<file path="config.mk">
export PLATFORM = sky130hd
export DESIGN_NAME = lime_mem_arbiter
export DESIGN_NICKNAME = d
export VERILOG_FILES = /design/src/rtl/lime_mem_arbiter.sv
export SDC_FILE = /design/constraint.sdc
export NUM_CORES = 1
export LEC_CHECK = 0
export ABC_AREA = 1
export ABC_CLOCK_PERIOD_IN_PS = 6500
export BUFFER_PORTS_ARGS = -buffer_cell sky130_fd_sc_hd__buf_4
export CAP_MARGIN = 5
export CELL_PAD_IN_SITES_DETAIL_PLACEMENT = 1
export CELL_PAD_IN_SITES_GLOBAL_PLACEMENT = 1
export CORE_MARGIN = 2
export CORE_UTILIZATION = 34
export DETAILED_ROUTE_END_ITERATION = 12
export PLACE_DENSITY = 0.8
export SLEW_MARGIN = 40
export SYNTH_ARGS = -nofsm -noshare
export SYNTH_HDL_FRONTEND = slang
export SYNTH_SLANG_ARGS = --single-unit
export TNS_END_PERCENT = 1
</file>
<file path="constraint.sdc">
create_clock -name CLK -period 6.5 [get_ports CLK]
set_clock_uncertainty 0.1 [all_clocks]
set_input_delay 1.3 -clock CLK [delete_from_list [all_inputs] [get_ports CLK]]
set_output_delay 1.3 -clock CLK [all_outputs]
set_load 0.1 [all_outputs]
</file>
<file path="src/rtl/lime_mem_arbiter.sv">
// Two-port arbiter in front of lime's unified memory: serialises CPU and loader
// accesses through a fixed-latency memory, one access in flight at a time.
module lime_mem_arbiter #(
    parameter int ADDR_W    = 16,
    parameter int DATA_W    = 16,
    parameter int RD_LAT    = 2,
    parameter int MAX_GRANT = 2
) (
    input  logic              CLK,
    input  logic              Reset,
    input  logic              cpu_req,
    input  logic              cpu_we,
    input  logic [ADDR_W-1:0] cpu_addr,
    input  logic [DATA_W-1:0] cpu_wdata,
    output logic [DATA_W-1:0] cpu_rdata,
    output logic              cpu_ack,
    output logic              cpu_stall,
    input  logic              ldr_req,
    input  logic              ldr_we,
    input  logic [ADDR_W-1:0] ldr_addr,
    input  logic [DATA_W-1:0] ldr_wdata,
    output logic [DATA_W-1:0] ldr_rdata,
    output logic              ldr_ack,
    output logic              mem_en,
    output logic              mem_we,
    output logic [ADDR_W-1:0] mem_addr,
    output logic [DATA_W-1:0] mem_wdata,
    input  logic [DATA_W-1:0] mem_rdata,
    output logic              busy
);

    typedef enum logic [1:0] {IDLE, ISSUE, WAIT, DONE} state_t;

    localparam logic [2:0] MAXG   = 3'(MAX_GRANT);
    localparam logic [2:0] LAT_M1 = 3'(RD_LAT - 1);

    state_t            state_q, state_d;
    logic              owner_q, owner_d;   // 1 = loader owns the current access
    logic              we_q, we_d;
    logic [2:0]        streak_q, streak_d;
    logic [2:0]        cnt_q, cnt_d;
    logic [ADDR_W-1:0] mem_addr_q, mem_addr_d;
    logic [DATA_W-1:0] mem_wdata_q, mem_wdata_d;
    logic [DATA_W-1:0] rdata_q, rdata_d;
    logic              mem_en_q, mem_en_d;
    logic              mem_we_q, mem_we_d;
    logic              cpu_ack_q, cpu_ack_d;
    logic              ldr_ack_q, ldr_ack_d;
    logic              busy_q, busy_d;

    always_comb begin
        state_d     = state_q;
        owner_d     = owner_q;
        we_d        = we_q;
        streak_d    = streak_q;
        cnt_d       = cnt_q;
        mem_addr_d  = mem_addr_q;
        mem_wdata_d = mem_wdata_q;
        rdata_d     = rdata_q;
        mem_en_d    = 1'b0;
        mem_we_d    = 1'b0;
        cpu_ack_d   = 1'b0;
        ldr_ack_d   = 1'b0;
        case (state_q)
            IDLE: begin
                if (cpu_req || ldr_req) begin
                    // Loader has priority until it has starved a waiting CPU MAX_GRANT times
                    if (ldr_req && (!cpu_req || streak_q < MAXG)) begin
                        owner_d     = 1'b1;
                        we_d        = ldr_we;
                        mem_addr_d  = ldr_addr;
                        mem_wdata_d = ldr_wdata;
                        streak_d    = cpu_req ? streak_q + 3'd1 : 3'd0;
                    end else begin
                        owner_d     = 1'b0;
                        we_d        = cpu_we;
                        mem_addr_d  = cpu_addr;
                        mem_wdata_d = cpu_wdata;
                        streak_d    = 3'd0;
                    end
                    state_d  = ISSUE;
                    mem_en_d = 1'b1;
                    mem_we_d = we_d;
                end
            end
            ISSUE: begin
                if (we_q) begin
                    state_d   = DONE;
                    cpu_ack_d = ~owner_q;
                    ldr_ack_d = owner_q;
                end else begin
                    state_d = WAIT;
                    cnt_d   = LAT_M1;
                end
            end
            WAIT: begin
                if (cnt_q == 3'd0) begin
                    rdata_d   = mem_rdata;
                    state_d   = DONE;
                    cpu_ack_d = ~owner_q;
                    ldr_ack_d = owner_q;
                end else begin
                    cnt_d = cnt_q - 3'd1;
                end
            end
            DONE:    state_d = IDLE;
            default: state_d = IDLE;
        endcase
        busy_d = (state_d != IDLE);
    end

    always_ff @(posedge CLK or posedge Reset) begin
        if (Reset) begin
            state_q     <= IDLE;
            owner_q     <= 1'b0;
            we_q        <= 1'b0;
            streak_q    <= 3'd0;
            cnt_q       <= 3'd0;
            mem_addr_q  <= '0;
            mem_wdata_q <= '0;
            rdata_q     <= '0;
            mem_en_q    <= 1'b0;
            mem_we_q    <= 1'b0;
            cpu_ack_q   <= 1'b0;
            ldr_ack_q   <= 1'b0;
            busy_q      <= 1'b0;
        end else begin
            state_q     <= state_d;
            owner_q     <= owner_d;
            we_q        <= we_d;
            streak_q    <= streak_d;
            cnt_q       <= cnt_d;
            mem_addr_q  <= mem_addr_d;
            mem_wdata_q <= mem_wdata_d;
            rdata_q     <= rdata_d;
            mem_en_q    <= mem_en_d;
            mem_we_q    <= mem_we_d;
            cpu_ack_q   <= cpu_ack_d;
            ldr_ack_q   <= ldr_ack_d;
            busy_q      <= busy_d;
        end
    end

    assign cpu_rdata = rdata_q;
    assign ldr_rdata = rdata_q;
    assign cpu_ack   = cpu_ack_q;
    assign ldr_ack   = ldr_ack_q;
    assign cpu_stall = cpu_req & ~cpu_ack_q;
    assign mem_en    = mem_en_q;
    assign mem_we    = mem_we_q;
    assign mem_addr  = mem_addr_q;
    assign mem_wdata = mem_wdata_q;
    assign busy      = busy_q;

endmodule
</file>
==> impl_metrics.py, run 1 <==
metrics = {
    "route": {
        "viasPerCell": 4.51,
        "detail-route-antenna-nets": 0,
        "route.vias.total": 3139,
        "routed_wl_um": 9460,
        "dr.pass1.iters": 4,
        "wl_per_cell_um": 13.6,
        "drtIter0Drc": 54,
        "post-route-drc-count": 0,
    },
    "timing": {
        "fin_crit_ps": 3240,
        "fin_crit_sh_pct": 49.9,
        "setup_viol": 0,
        "hold_viol": 0,
        "tightest_slew_ps": 663,
        "max_freq_mhz": 309,
        "rsz0062_at_grt": "false",
        "final.setup.tns_ps": 0,
        "relSlewSlack_pct": 55.7,
        "finalMaxSlewViolations": 0,
    },
    "grt": {
        "grt_pass1_vias": 3243,
        "grt.overflow.total": 0,
        "grt.total_usage_pct": 18.9,
        "met3_usage_pct": 4.99,
        "met2_usage_pct": 32.0,
        "busiest_layer": "met2",
        "antenna_found_initial": 0,
        "grt_start_max_net_pins": 64,
        "met1_usage_pct": 23.5,
        "grt_pass1_wl_um": 15400,
    },
    "yosys": {
        "synthTopCellsByArea": "dfrtp_1 48%, nand2_1 18%, nand3_1 10%, inv_1 9.1%, buf_4 3.9%",
        "yosys.area_share.adder_pct": 2.30,
        "synth_top_family_by_area": "simple AND/OR/NAND/NOR gates",
        "yosysWarnings": 0,
        "synth_cell_types": 18,
        "synthXorXnorAreaFrac_pct": 0.269,
        "synthSimpleGateAreaFrac_pct": 29.9,
        "synthesis.instances": 431,
        "netlist_area_um2": 3260,
        "synth_mux_area_share_pct": 0,
        "syn_area_per_cell_um2": 7.57,
        "yosys_register_bits": 63,
        "yosysSeqAreaShare_pct": 48.3,
        "yosysTopAreaCellShare_pct": 48.3,
        "synth_top_area_cell": "dfrtp_1",
        "syn-num-nets": 523,
        "synth_compound_area_share_pct": 2.61,
    },
    "worst_setup_path": {
        "cp_common_cell": "buf_4",
        "cp-end-kind": "primary output",
        "startpoint_type": "input port",
        "path_max_fanout": 4,
        "path_buf_inv": 3,
        "r2r_start": "cnt_q[0]$_DFFE_PP0P_",
        "crit_path_top_delay_cell": "buf_4",
        "startpoint": "cpu_req",
        "cpLargestDelayFamily": "buffers and inverters",
        "crit_chain": "buf_4 > inv_1 > nor2_1 > buf_4",
        "slowest_delay_ps": 290,
        "worstSetupPathType": "in -> out",
        "crit_arrival_ps": 1840,
        "crit_required_ps": 5100,
    },
    "cts": {
        "cts_resized": 0,
        "cts_inserted_buffers": 9,
        "clkSinkCount": 63,
        "clk_latency_ps": 330,
        "htreeDepth": 3,
        "cts_hold_buffers": 0,
        "cts-root-buf": "clkbuf_8",
        "cts.path.max_buffers": 2,
        "cts_tree": "built",
        "clkTransAtPathRegs_ps": 70,
        "post_cts_buffers": 0,
    },
    "place": {
        "hpwl_um": 7070,
        "portBuffers": 155,
        "gp_congestion": 0.752,
        "dp.cells": 683,
    },
    "job": {
        "cap_violations": 0,
    },
    "layout": {
        "final_util_pct": 49.3,
        "fillCellCount": 1212,
        "multiInputGateArea_um2": 1140,
        "nNetsFinal": 657,
        "final_cell_mix": "157 x nand2_1, 155 x buf_4, 78 x inv_1, 68 x nand3_1, 63 x dfrtp_1",
        "layout_commonest_cell": "nand2_1",
        "diodes": 0,
        "drive_gt1_share_pct": 31.2,
        "areaGrowthSynthToFinish_pct": 40.5,
        "finalNonFillerCells": 696,
        "seqCellArea_um2": 1580,
    },
    "floorplan": {
        "start_util_pct": 35.1,
        "coreArea_um2": 9280,
        "die_h_um": 102,
        "io_pins": 156,
        "dieArea_um2": 10400,
        "fp.dieW_um": 102,
        "num_rows": 35,
    },
    "status": {
        "status": "completed",
    },
    "min_path": {
        "hp-start": "owner_q$_DFFE_PP0P_",
        "hold_class": "reg -> reg",
    },
}
-- metrics by stage --
stage          hold slack, ps  instance area (um^2)  setup WS [ps]
3_3_place_gp              340                  4350           2990
5_1_grt                   367                  4580           3210
6_report                  348                  4580           3260
2_1_floorplan             323                  3260           2520
4_1_cts                   355                  4580           3250
3_5_place_dp              346                  4410           3250
-- state kept, by name, summed over array words and instances (netlist names), 2 cells and up --
register,flops
cnt_q,3
cpu_rdata,16
mem_addr,16
mem_wdata,16
state_q,2
streak_q,3
-- Yosys cell counts --
master	instances
buf_6	3
inv_2	1
o21ai_0	5
o21ai_4	2
nand2_4	1
xnor2_1	1
buf_4	17
a21o_1	1
buf_2	15
nand3_1	68
nor2_1	4
dfrtp_1	63
nand2_1	157
inv_1	79
ha_1	6
o21ai_1	4
clkbuf_1	1
nand4_1	3
-- metal layers --
layer	up-vias	part of all wire (%)
met5	-	0
met4	0	1.1
met3	10	7.9
met2	120	49
met1	1468	42
li1	1541	-
-- path summary, 6_finish.rpt --
path	to	slack, ps	cells after the start
worst max-delay path	cpu_stall	3260	4
worst min-delay path	cpu_ack$_DFF_PP0_	350	1
worst max register to register	cpu_rdata[11]$_DFFE_PP0P_	4350	7
worst min register to register	cpu_ack$_DFF_PP0_	350	1
max in group asynchronous	mem_addr[5]$_DFFE_PP0P_	4890	3
min in group asynchronous	mem_wdata[8]$_DFFE_PP0P_	1000	3
-- area by class of cell --
cell class,instances,share of cell area [%]
flip-flops and latches,63,34.4
repair buffers,159,26.8
multi-input cells,252,25.0
inverters,80,6.56
clock buffers,12,3.61
well taps,129,3.52
clock inverters,1,0.109
-- cell families after synthesis --
group	Yosys count
buf+inv	116
compound gates	12
flops	63
simple gates	233
xor+xnor	1
fa+ha+maj	6
Power of run 1 is not shown: default switching activity piles up to over one toggle a cycle in this logic, so the estimate is an artifact.
==> inputs of run 2 (changes only) <==
--- a/config.mk
+++ b/config.mk
@@ -5,16 +5,16 @@
 export SDC_FILE = /design/constraint.sdc
 export NUM_CORES = 1
 export LEC_CHECK = 0
-export ABC_AREA = 1
-export ABC_CLOCK_PERIOD_IN_PS = 6500
+export ABC_AREA = 0
+export ABC_CLOCK_PERIOD_IN_PS = 2650
 export BUFFER_PORTS_ARGS = -buffer_cell sky130_fd_sc_hd__buf_4
 export CAP_MARGIN = 5
 export CELL_PAD_IN_SITES_DETAIL_PLACEMENT = 1
 export CELL_PAD_IN_SITES_GLOBAL_PLACEMENT = 1
 export CORE_MARGIN = 2
-export CORE_UTILIZATION = 34
+export CORE_UTILIZATION = 31
 export DETAILED_ROUTE_END_ITERATION = 12
-export PLACE_DENSITY = 0.8
+export PLACE_DENSITY = 0.73
 export SLEW_MARGIN = 40
 export SYNTH_ARGS = -nofsm -noshare
 export SYNTH_HDL_FRONTEND = slang
==> constraint.sdc (replaced) <==
create_clock -name CLK -period 2.65 [get_ports CLK]
set_clock_uncertainty 0.1 [all_clocks]
set_input_delay 0.53 -clock CLK [delete_from_list [all_inputs] [get_ports CLK]]
set_output_delay 0.53 -clock CLK [all_outputs]
set_load 0.1 [all_outputs]
==> run 2 against run 1 <==
  * Final cell count decreased by 20%
  * Worst setup slack got worse by 2500 ps
  * Critical path depth increased by 2
  * Design area decreased by 2.2%
  * Largest cell class unchanged
  * Via count decreased by 14%
  * Non-clock buffer count increased by 2
==> impl_metrics.py, run 2 <==
metrics = {
    "place": {
        "hpwl_um": 6860,
        "place_area_um2": 4320,
        "portBuffers": 155,
        "dp.cells": 546,
        "gp_congestion": 0.717,
    },
    "floorplan": {
        "start_util_pct": 32.3,
        "die_h_um": 105,
        "coreArea_um2": 9860,
        "io_pins": 156,
        "num_rows": 36,
        "fp.dieW_um": 105,
        "dieArea_um2": 11100,
    },
    "job": {
        "cap_violations": 0,
    },
    "grt": {
        "grt.overflow.total": 0,
        "grt_pass1_vias": 3005,
        "grt_pass1_wl_um": 15600,
        "antenna_found_initial": 0,
        "grt.total_usage_pct": 17.5,
        "grt_start_max_net_pins": 38,
    },
    "min_path": {
        "hold_class": "in -> async",
    },
    "yosys": {
        "synthesis.instances": 291,
        "yosysSeqAreaShare_pct": 49.5,
        "yosysWarnings": 0,
        "synthFlopType": "dfrtp_1",
        "synth_top_area_cell": "dfrtp_1",
        "synthTopCellsByArea": "dfrtp_1 50%, o211ai_2 12%, nand2_1 7.9%, nand4_1 6.7%, mux2_1 6.0%",
        "syn-num-nets": 383,
        "yosysMostFrequentCell": "nand2_1",
        "yosys_register_bits": 63,
        "synth_edf_count": 0,
        "netlist_area_um2": 3180,
        "yosysTopAreaCellShare_pct": 49.5,
        "synthTopCellsByCount": "67 x nand2_1, 63 x dfrtp_1, 34 x nand4_1, 30 x o211ai_2, 18 x buf_4",
        "synth_cell_types": 34,
        "syn_area_per_cell_um2": 10.9,
        "synth-async-reset-ratio_pct": 100,
    },
    "route": {
        "drtIter0Drc": 90,
        "viasPerCell": 4.85,
        "post-route-drc-count": 0,
        "routed_wl_um": 9410,
        "dr.pass1.iters": 4,
        "wl_per_cell_um": 16.8,
        "detail-route-antenna-nets": 0,
        "route.vias.total": 2714,
    },
    "timing": {
        "max_freq_mhz": 537,
        "hold_viol": 0,
        "relSlewSlack_pct": 54.6,
        "finalMaxSlewViolations": 0,
        "fin_crit_sh_pct": 70.3,
        "fin_crit_ps": 1860,
        "setup_viol": 0,
        "final.setup.tns_ps": 0,
        "rsz0062_at_grt": "false",
        "tightest_slew_ps": 679,
        "holdWs_ps": 210,
    },
    "worst_setup_path": {
        "crit_path_top_delay_cell": "dfrtp_1",
        "crit_chain": "inv_1 > ha_1 > buf_4 > nand3_1 > nor3_1 > mux2_1",
        "slowest_delay_ps": 410,
        "startpoint_type": "flip-flop",
        "path_max_fanout": 37,
        "cp-end-kind": "flip-flop",
        "crit_arrival_ps": 2030,
        "worstSetupPathType": "reg -> reg",
        "crit_required_ps": 2820,
    },
    "cts": {
        "cts_tree": "built",
        "clk_latency_ps": 320,
        "cts_resized": 0,
        "clkTransAtPathRegs_ps": 70,
        "clkSinkCount": 63,
        "htreeDepth": 3,
        "cts_inserted_buffers": 9,
        "cts-root-buf": "clkbuf_8",
        "cts.path.max_buffers": 2,
        "cts_hold_buffers": 0,
        "post_cts_buffers": 0,
    },
    "layout": {
        "drive_gt1_share_pct": 49.4,
        "final_cell_mix": "160 x buf_4, 67 x nand2_1, 63 x dfrtp_1, 34 x nand4_1, 30 x o211ai_2",
        "fillCellCount": 1137,
        "final_cell_area_um2": 4480,
        "nNetsFinal": 516,
        "areaGrowthSynthToFinish_pct": 40.8,
        "diodes": 0,
        "layout_commonest_cell": "buf_4",
        "finalNonFillerCells": 560,
    },
    "status": {
        "status": "completed",
    },
}
run 2: area by class of cell:
type / instances / area (um^2) / area share [%]
clock buffers: 13 / 159 / 3.55
clock inverters: 1 / 5.00 / 0.112
inverters: 8 / 30.0 / 0.670
multi-input cells: 181 / 1320 / 29.5
flip-flops and latches: 63 / 1580 / 35.2
well taps: 133 / 166 / 3.71
repair buffers: 161 / 1220 / 27.3
run 2: layer usage:
metal  wire [um]  track usage (%)  part of all wire [%]
met5           0                0                     0
met4         134             4.57                   1.4
met3         639             4.39                   6.8
met2        4470             28.5                    48
met1        4160             23.3                    44
run 2: final timing paths:
kind / startpoint / slack [ps] / endpoint / cells after the start
min reg2reg: owner_q$_DFFE_PP0P_ / 370 / cpu_ack$_DFF_PP0_ / 1
max reg2reg: state_q[0]$_DFF_PP0_ / 790 / streak_q[0]$_DFFE_PP0P_ / 6
min in group CLK: mem_rdata[11] / 320 / cpu_rdata[11]$_DFFE_PP0P_ / 2
max: state_q[0]$_DFF_PP0_ / 790 / streak_q[0]$_DFFE_PP0P_ / 6
min: Reset / 210 / mem_wdata[1]$_DFFE_PP0P_ / 2
max in group asynchronous: Reset / 1620 / mem_wdata[10]$_DFFE_PP0P_ / 3
run 2: cells by family after synthesis:
group                    Yosys count  synth area share (%)
adder cells (fa/ha/maj)            6                  2.36
AND/OR/NAND/NOR                  113                  16.9
multiplexers                      20                  7.00
buffers and inverters             47                  9.20
AO/OA/AOI/OAI                     42                  15.0
flip-flops                        63                  49.5
run 2: worst max-delay path, delay by kind of cell, from the launching register on:
kind                       cells  cell delay, ps
and+or+nand+nor                2             410
adders and majority gates      1             210
buffers and inverters          2             490
DFF                            1             410
muxes                          1             190
run 2: per-stage QoR:
step           setup WS (ps)  util, %
4_1_cts                  759     45.4
3_3_place_gp             614     43.8
5_1_grt                  570     45.4
3_5_place_dp             564     43.8
2_1_floorplan            332        -
6_report                 788     45.4
Power of run 2 is left out for the same reason.
